==> config.mk <==
export PLATFORM = sky130hd
export DESIGN_NAME = alu_ctrl_exec
export DESIGN_NICKNAME = d
export VERILOG_FILES = /design/src/rtl/alu_ctrl_exec.sv
export SDC_FILE = /design/constraint.sdc
export NUM_CORES = 1
export LEC_CHECK = 0
export CAP_MARGIN = 10
export CORE_ASPECT_RATIO = 1.5
export CORE_MARGIN = 1
export CORE_UTILIZATION = 35
export CTS_BUF_LIST = sky130_fd_sc_hd__clkbuf_4 sky130_fd_sc_hd__clkbuf_8 sky130_fd_sc_hd__clkbuf_16
export DETAILED_ROUTE_END_ITERATION = 10
export SYNTH_ARGS = -nofsm -noshare
export SYNTH_HDL_FRONTEND = slang
export SYNTH_SLANG_ARGS = --single-unit
==> constraint.sdc <==
create_clock -name clk -period 6.4 [get_ports clk]
set_clock_uncertainty 0.2 [all_clocks]
set_input_delay 1.28 -clock clk [delete_from_list [all_inputs] [get_ports clk]]
set_output_delay 1.28 -clock clk [all_outputs]
set_load 0.01 [all_outputs]
==> src/rtl/alu_ctrl_exec.sv <==
// Decode-and-execute ALU stage with valid/ready handshakes and a registered result.
// Define ALU_MULDIV_EN to add the iterative multi-cycle MUL/DIV/REM datapath.
module alu_ctrl_exec #(
  parameter int XLEN  = 32,
  parameter int CNT_W = 6
) (
  input  logic            clk,
  input  logic            rst_n,
  input  logic            in_valid,
  output logic            in_ready,
  input  logic [1:0]      alu_op,
  input  logic [6:0]      funct7,
  input  logic [2:0]      funct3,
  input  logic [XLEN-1:0] op_a,
  input  logic [XLEN-1:0] op_b,
  output logic            out_valid,
  input  logic            out_ready,
  output logic [XLEN-1:0] result,
  output logic [3:0]      operation,
  output logic            illegal
);

  localparam int SHW = $clog2(XLEN);

  if (XLEN < 8) begin : g_bad_xlen
    $error("alu_ctrl_exec: XLEN must be at least 8");
  end
  if (CNT_W < SHW + 1) begin : g_bad_cnt_w
    $error("alu_ctrl_exec: CNT_W too narrow to count XLEN iterations");
  end

  typedef enum logic [1:0] {IDLE, CALC, FIX, HOLD} state_t;

  typedef enum logic [3:0] {
    OP_AND  = 4'b0000, OP_OR   = 4'b0001, OP_ADD = 4'b0010, OP_SUB = 4'b0110,
    OP_SLT  = 4'b0111, OP_SLL  = 4'b1000, OP_SRL = 4'b1001, OP_SRA = 4'b1010,
    OP_SLTU = 4'b1011, OP_XOR  = 4'b1100, OP_MUL = 4'b1101, OP_DIV = 4'b1110,
    OP_REM  = 4'b1111
  } op_t;

  localparam logic [6:0] F7_BASE = 7'b0000000;
  localparam logic [6:0] F7_ALT  = 7'b0100000;
  localparam logic [6:0] F7_MD   = 7'b0000001;

  state_t          state, state_n;
  op_t             dec_op;
  logic            dec_ill;
  logic [XLEN-1:0] alu_res;
  logic            accept;
  logic            r_type;
  logic [SHW-1:0]  shamt;

  assign accept = in_valid & in_ready;
  assign r_type = (alu_op == 2'b10);
  assign shamt  = op_b[SHW-1:0];

  always_comb begin
    // NOTE: every output of a combinational block gets a default first, so no path
    // leaves it unassigned and no latch is inferred.
    dec_op  = OP_ADD;
    dec_ill = 1'b0;
    case (alu_op)
      2'b00: dec_op = OP_ADD;
      2'b01: dec_op = OP_SUB;
      default: begin
        if (r_type && funct7 == F7_MD) begin
`ifdef ALU_MULDIV_EN
          case (funct3)
            3'b000:  dec_op = OP_MUL;
            3'b100:  dec_op = OP_DIV;
            3'b110:  dec_op = OP_REM;
            default: dec_ill = 1'b1;
          endcase
`else
          dec_ill = 1'b1;
`endif
        end else if (r_type && funct7 != F7_BASE && funct7 != F7_ALT) begin
          dec_ill = 1'b1;
        end else begin
          case (funct3)
            3'b000:  dec_op = (r_type && funct7 == F7_ALT) ? OP_SUB : OP_ADD;
            3'b001:  dec_op = OP_SLL;
            3'b010:  dec_op = OP_SLT;
            3'b011:  dec_op = OP_SLTU;
            3'b100:  dec_op = OP_XOR;
            3'b101:  dec_op = (funct7 == F7_ALT) ? OP_SRA : OP_SRL;
            3'b110:  dec_op = OP_OR;
            default: dec_op = OP_AND;
          endcase
        end
      end
    endcase
  end

  always_comb begin
    alu_res = '0;
    case (dec_op)
      OP_AND:  alu_res = op_a & op_b;
      OP_OR:   alu_res = op_a | op_b;
      OP_ADD:  alu_res = op_a + op_b;
      OP_SUB:  alu_res = op_a - op_b;
      OP_SLT:  alu_res = {{(XLEN-1){1'b0}}, $signed(op_a) < $signed(op_b)};
      OP_SLTU: alu_res = {{(XLEN-1){1'b0}}, op_a < op_b};
      OP_SLL:  alu_res = op_a << shamt;
      OP_SRL:  alu_res = op_a >> shamt;
      OP_SRA:  alu_res = $signed(op_a) >>> shamt;
      OP_XOR:  alu_res = op_a ^ op_b;
      default: alu_res = '0;
    endcase
  end

`ifdef ALU_MULDIV_EN
  localparam logic [CNT_W-1:0] CNT_LAST = CNT_W'(XLEN - 1);

  // md_acc is the product accumulator for MUL and the partial remainder for DIV/REM;
  // md_q is the multiplier for MUL and the dividend/quotient shift register for DIV/REM.
  logic [XLEN-1:0] md_acc, md_b, md_q, md_a, md_final;
  logic [XLEN:0]   md_shift, md_trial;
  logic [CNT_W-1:0] cnt;
  logic            md_neg_q, md_neg_r, md_dz, is_md;

  assign is_md    = (dec_op == OP_MUL) || (dec_op == OP_DIV) || (dec_op == OP_REM);
  assign md_shift = {md_acc, md_q[XLEN-1]};
  assign md_trial = md_shift - {1'b0, md_b};

  always_ff @(posedge clk or negedge rst_n) begin
    if (!rst_n) begin
      cnt      <= '0;
      md_acc   <= '0;
      md_b     <= '0;
      md_q     <= '0;
      md_a     <= '0;
      md_neg_q <= 1'b0;
      md_neg_r <= 1'b0;
      md_dz    <= 1'b0;
    end else if (accept && is_md) begin
      cnt    <= '0;
      md_acc <= '0;
      md_a   <= op_a;
      if (dec_op == OP_MUL) begin
        md_b     <= op_a;
        md_q     <= op_b;
        md_neg_q <= 1'b0;
        md_neg_r <= 1'b0;
        md_dz    <= 1'b0;
      end else begin
        md_b     <= op_b[XLEN-1] ? -op_b : op_b;
        md_q     <= op_a[XLEN-1] ? -op_a : op_a;
        md_neg_q <= op_a[XLEN-1] ^ op_b[XLEN-1];
        md_neg_r <= op_a[XLEN-1];
        md_dz    <= (op_b == '0);
      end
    end else if (state == CALC) begin
      cnt <= cnt + 1'b1;
      if (operation == OP_MUL) begin
        if (md_q[0]) md_acc <= md_acc + md_b;
        md_b <= md_b << 1;
        md_q <= md_q >> 1;
      end else if (!md_trial[XLEN]) begin
        md_acc <= md_trial[XLEN-1:0];
        md_q   <= {md_q[XLEN-2:0], 1'b1};
      end else begin
        md_acc <= md_shift[XLEN-1:0];
        md_q   <= {md_q[XLEN-2:0], 1'b0};
      end
    end
  end

  // Sign fix-up and the divide-by-zero special case, applied on the FIX edge.
  always_comb begin
    md_final = md_acc;
    case (operation)
      OP_DIV:  md_final = md_dz ? '1 : (md_neg_q ? -md_q : md_q);
      OP_REM:  md_final = md_dz ? md_a : (md_neg_r ? -md_acc : md_acc);
      default: md_final = md_acc;
    endcase
  end
`endif

  // NOTE: sequential state uses non-blocking assignments so every register samples
  // the pre-edge values regardless of statement order.
  always_ff @(posedge clk or negedge rst_n) begin
    if (!rst_n) begin
      state <= IDLE;
    end else begin
      state <= state_n;
    end
  end

  always_comb begin
    state_n = state;
    case (state)
      IDLE, HOLD: begin
        if (accept) begin
          state_n = HOLD;
`ifdef ALU_MULDIV_EN
          if (is_md) state_n = CALC;
`endif
        end else if (state == HOLD && out_ready) begin
          state_n = IDLE;
        end
      end
`ifdef ALU_MULDIV_EN
      CALC: if (cnt == CNT_LAST) state_n = FIX;
      FIX:  state_n = HOLD;
`endif
      default: state_n = IDLE;
    endcase
  end

  always_comb begin
    out_valid = (state == HOLD);
    in_ready  = (state == IDLE) || (state == HOLD && out_ready);
  end

  // NOTE: every datapath register has an async reset; an in-flight result is discarded.
  always_ff @(posedge clk or negedge rst_n) begin
    if (!rst_n) begin
      result    <= '0;
      operation <= '0;
      illegal   <= 1'b0;
    end else if (accept) begin
      result    <= dec_ill ? '0 : alu_res;
      operation <= dec_op;
      illegal   <= dec_ill;
`ifdef ALU_MULDIV_EN
    end else if (state == FIX) begin
      result <= md_final;
`endif
    end
  end

endmodule
==> results.txt <==
setup ws final - 0.8924 ns
vias in the first global route - 12,260
worst hold start - operation[0]
DPL Wire Length - 42,440 um
Post-synth EDFFs - 0
relative slew slack - 2.877%
internal power - 0.8904 mW
total core area - 29,580 um^2
share of the synthesized area in the top cell type - 11.46%
Reg2Reg Launch Point - state[0]
synthesized area per cell - 7.067 um^2
Worst EP arrival - 5.44 ns
Die Span Y - 215.1 um
Synth Register Bits - 38
Worst R2R Path Depth - 8
Die ar. - 30,980 um^2
Placer Congestion - 1.048
sequential share of power - 18.2%
Max Fclk - 181.6 MHz
final net count - 1,734
largest area contributor in the synthesized netlist - ha_1
pre-CTS setup slack - 0.8786 ns
pwr/cell area - 145.2 nW/um^2
Net Sw Frac - 49.66%
hold-fix buffer count after cts - 0
post-CTS setup buffer count - 0
die span in x - 144.1 um
clk_lat worst skew - 0.30 ns
Layout Utilization - 41.18%
FP Rows - 77
Via density - 6.543
Hold EP - operation[0]
post-synthesis cell type count - 91
type of the worst min-delay path - register to register
Num CTS Buffers - 5
Switch Pwr - 0.8783 mW
Synth Instances - 1,499
drt wl/cell - 28.60 um
Sink Count - 38
ANT nets after route - 0
Critical Path End Type - register
CTS tree - built
Worst setup SP type - primary input
Placed Instances - 1,943
Final Hold Violating Endpoints - 0
Layout area overhead - 14.98%
grt total ovfl - 0
Critical Setup Path Class - primary input to register
CP max stage cell - a221oi_1
DRT Pass-1 Iters - 6
Worst Path Required - 6.33 ns
Max H-tree Level - 2
yosys warns - 0
Comb pwr share - 66.1%
CTS Root Cell - clkbuf_16
RSZ-0062 raised after global routing - no
share of cells above drive strength 1 - 9.062%
post-synthesis sequential area ratio - 8.976%
CP Max Fanout - 7
GRT Util Overall - 36.21%
first-pass GRT wire length - 81,030 um
First DRT Iteration DRCs - 1,247
largest net degree at the start of global routing - 91
Synth area leaders - ha_1, dfrtp_1, a21oi_1
ys async rst share - 100.0%
max-cap violation count - 0
CTS clock-pin slew for the worst setup and hold paths - 0.07 ns
Final Cycle Share - 86.06%
leakage - 5.032 nW
total number of vias - 12,770
FF-to-FF End - result[30]
post-layout min period - 5.508 ns
max-slew violation count - 0
port bufs - 118
initial antenna violation count - 2
status - completed
layout filler cell count - 3,163
drt drc - 0
final setup fails - 0
setup TNS - 0 ns
drt total wl - 55,820 um
crit-path cells - clkdlybuf4s50_1 -> inv_1 -> ha_1 -> inv_1 -> fa_1 -> nand2b_4 -> a21oi_1 -> o21ai_0 -> a21oi_1 -> nor2_1 -> nand2_1 -> nand2_1 -> xnor2_1 -> a221oi_1 -> o21ai_0
Initial Util - 35.82%
syn nets - 1,678
Worst VDD drop - 0.1033 mV
final cell count without fillers - 1,952
CP peak stage delay - 1.22 ns
PostCTS Resize Cnt - 0
hold path depth - 2
Synth Flop Type - dfrtp_1
Clock Tree Buf Depth - 2
worst slew pin tran - 1.457 ns
I/O pin count - 119
clock share of power - 15.7%
mapped cell area - 10,590 um^2
Worst R2R Setup Slack - 3.19 ns
-- layout make-up --
cell class,instances,area (um^2),share of cell area (%)
clock inverter,2,12.51,0.1027
tap,395,494.2,4.058
sequential,38,950.9,7.807
inverter,97,364.1,2.989
multi-input combinational,1244,8681,71.27
timing repair buffer,169,1536,12.61
clock buffer,6,138.9,1.140
antenna,1,2.502,0.02054
-- stage by stage --
stage	cell area, um^2	hold WS, ns	total power, mW
after floorplan	10590	0.3152	0.9820
after global placement	12030	0.2631	1.449
after detailed placement	12030	0.2674	1.449
after CTS	12180	0.2824	1.738
after global routing	12180	0.3024	1.852
final	12180	0.2785	1.769
-- flip-flops by register name, indices dropped and copies added, names as in the netlist --
register / count
illegal: 1
result: 32
operation: 4
state: 1
-- how the worst max path moves through the flow --
stage	startpoint	to	slack (ns)	cells after the start
2_1_floorplan	op_b[2]	result[31]	1.36	17
5_1_grt	op_a[0]	result[6]	0.72	15
4_1_cts	op_a[6]	result[25]	1.17	13
6_report	op_a[0]	result[6]	0.89	15
3_5_place_dp	op_a[6]	result[25]	0.88	13
3_3_place_gp	op_a[1]	result[25]	0.94	13
-- power by group through the flow --
stage / Sequential [mW] / Combinational, mW / Clock (mW)
floorplan: 0.337 / 0.645 / 0
global placement: 0.324 / 1.13 / 0
detailed placement: 0.325 / 1.12 / 0
CTS: 0.321 / 1.13 / 0.287
global route: 0.325 / 1.24 / 0.290
finish: 0.321 / 1.17 / 0.278
-- cell families (layout without fill, tap and decap cells) --
family                   Yosys count  in the layout  synth area share, %
AND/OR/NAND/NOR                  455            455                19.51
adder cells (fa/ha/maj)           99             99                11.83
multiplexers                      89             89                12.48
flip-flops                        38             38                8.976
AO/OA/AOI/OAI                    576            576                35.92
XOR/XNOR                          25             25                2.067
other                              0              1                    0
buffers and inverters            217            274                9.212
-- critical path, delay by kind of cell --
kind                     cells  cell delay [ns]
AO/OA/AOI/OAI                5             2.02
buffers and inverters        3             0.77
adder cells (fa/ha/maj)      2             0.60
AND/OR/NAND/NOR              4             0.56
XOR/XNOR                     1             0.19
-- synthesized netlist by cell type, drive strengths merged (7+ instances only) --
master and instances:
dfrtp 38, a2111oi 7, a22oi 23, nor2 175, mux4 33, buf 61
ha 97, a211oi 31, a21oi 151, xnor2 22, nand3 24, nand2 136
mux2i 50, nor2b 13, o22ai 10, o2111ai 8, nor3 31, o211ai 23
o221ai 14, inv 96, o21ai 143, o21bai 18, a211o 9, clkbuf 59
a221oi 23, a21o 24, nor4 11, and2 11, or3 11, o31ai 15
a31oi 21, nand2b 19
-- per-layer routing --
layer / vias up / GRT usage (%) / wire (um)
met1: 6044 / 38.54 / 18960
met2: 812 / 60.11 / 26440
met4: 2 / 32.98 / 6225
met5: - / 0 / 17
met3: 282 / 6.306 / 4175
li1: 5631 / - / -
-- placed cells by master, fill, tap and decap left out, drive strengths merged, types with 13 or more instances in the layout --
cell           instances
a211oi                31
nand2                136
a31oi                 21
a221oi                23
buf                   57
nor2b                 13
nand2b                19
o31ai                 15
a21o                  24
dfrtp                 38
ha                    97
nand3                 24
xnor2                 22
a22oi                 23
o221ai                14
nor2                 175
a21oi                151
clkdlybuf4s50        112
nor3                  31
o211ai                23
inv                   96
o21ai                143
mux2i                 50
o21bai                18
mux4                  33
Note: power is estimated with default switching activity, not from simulation.
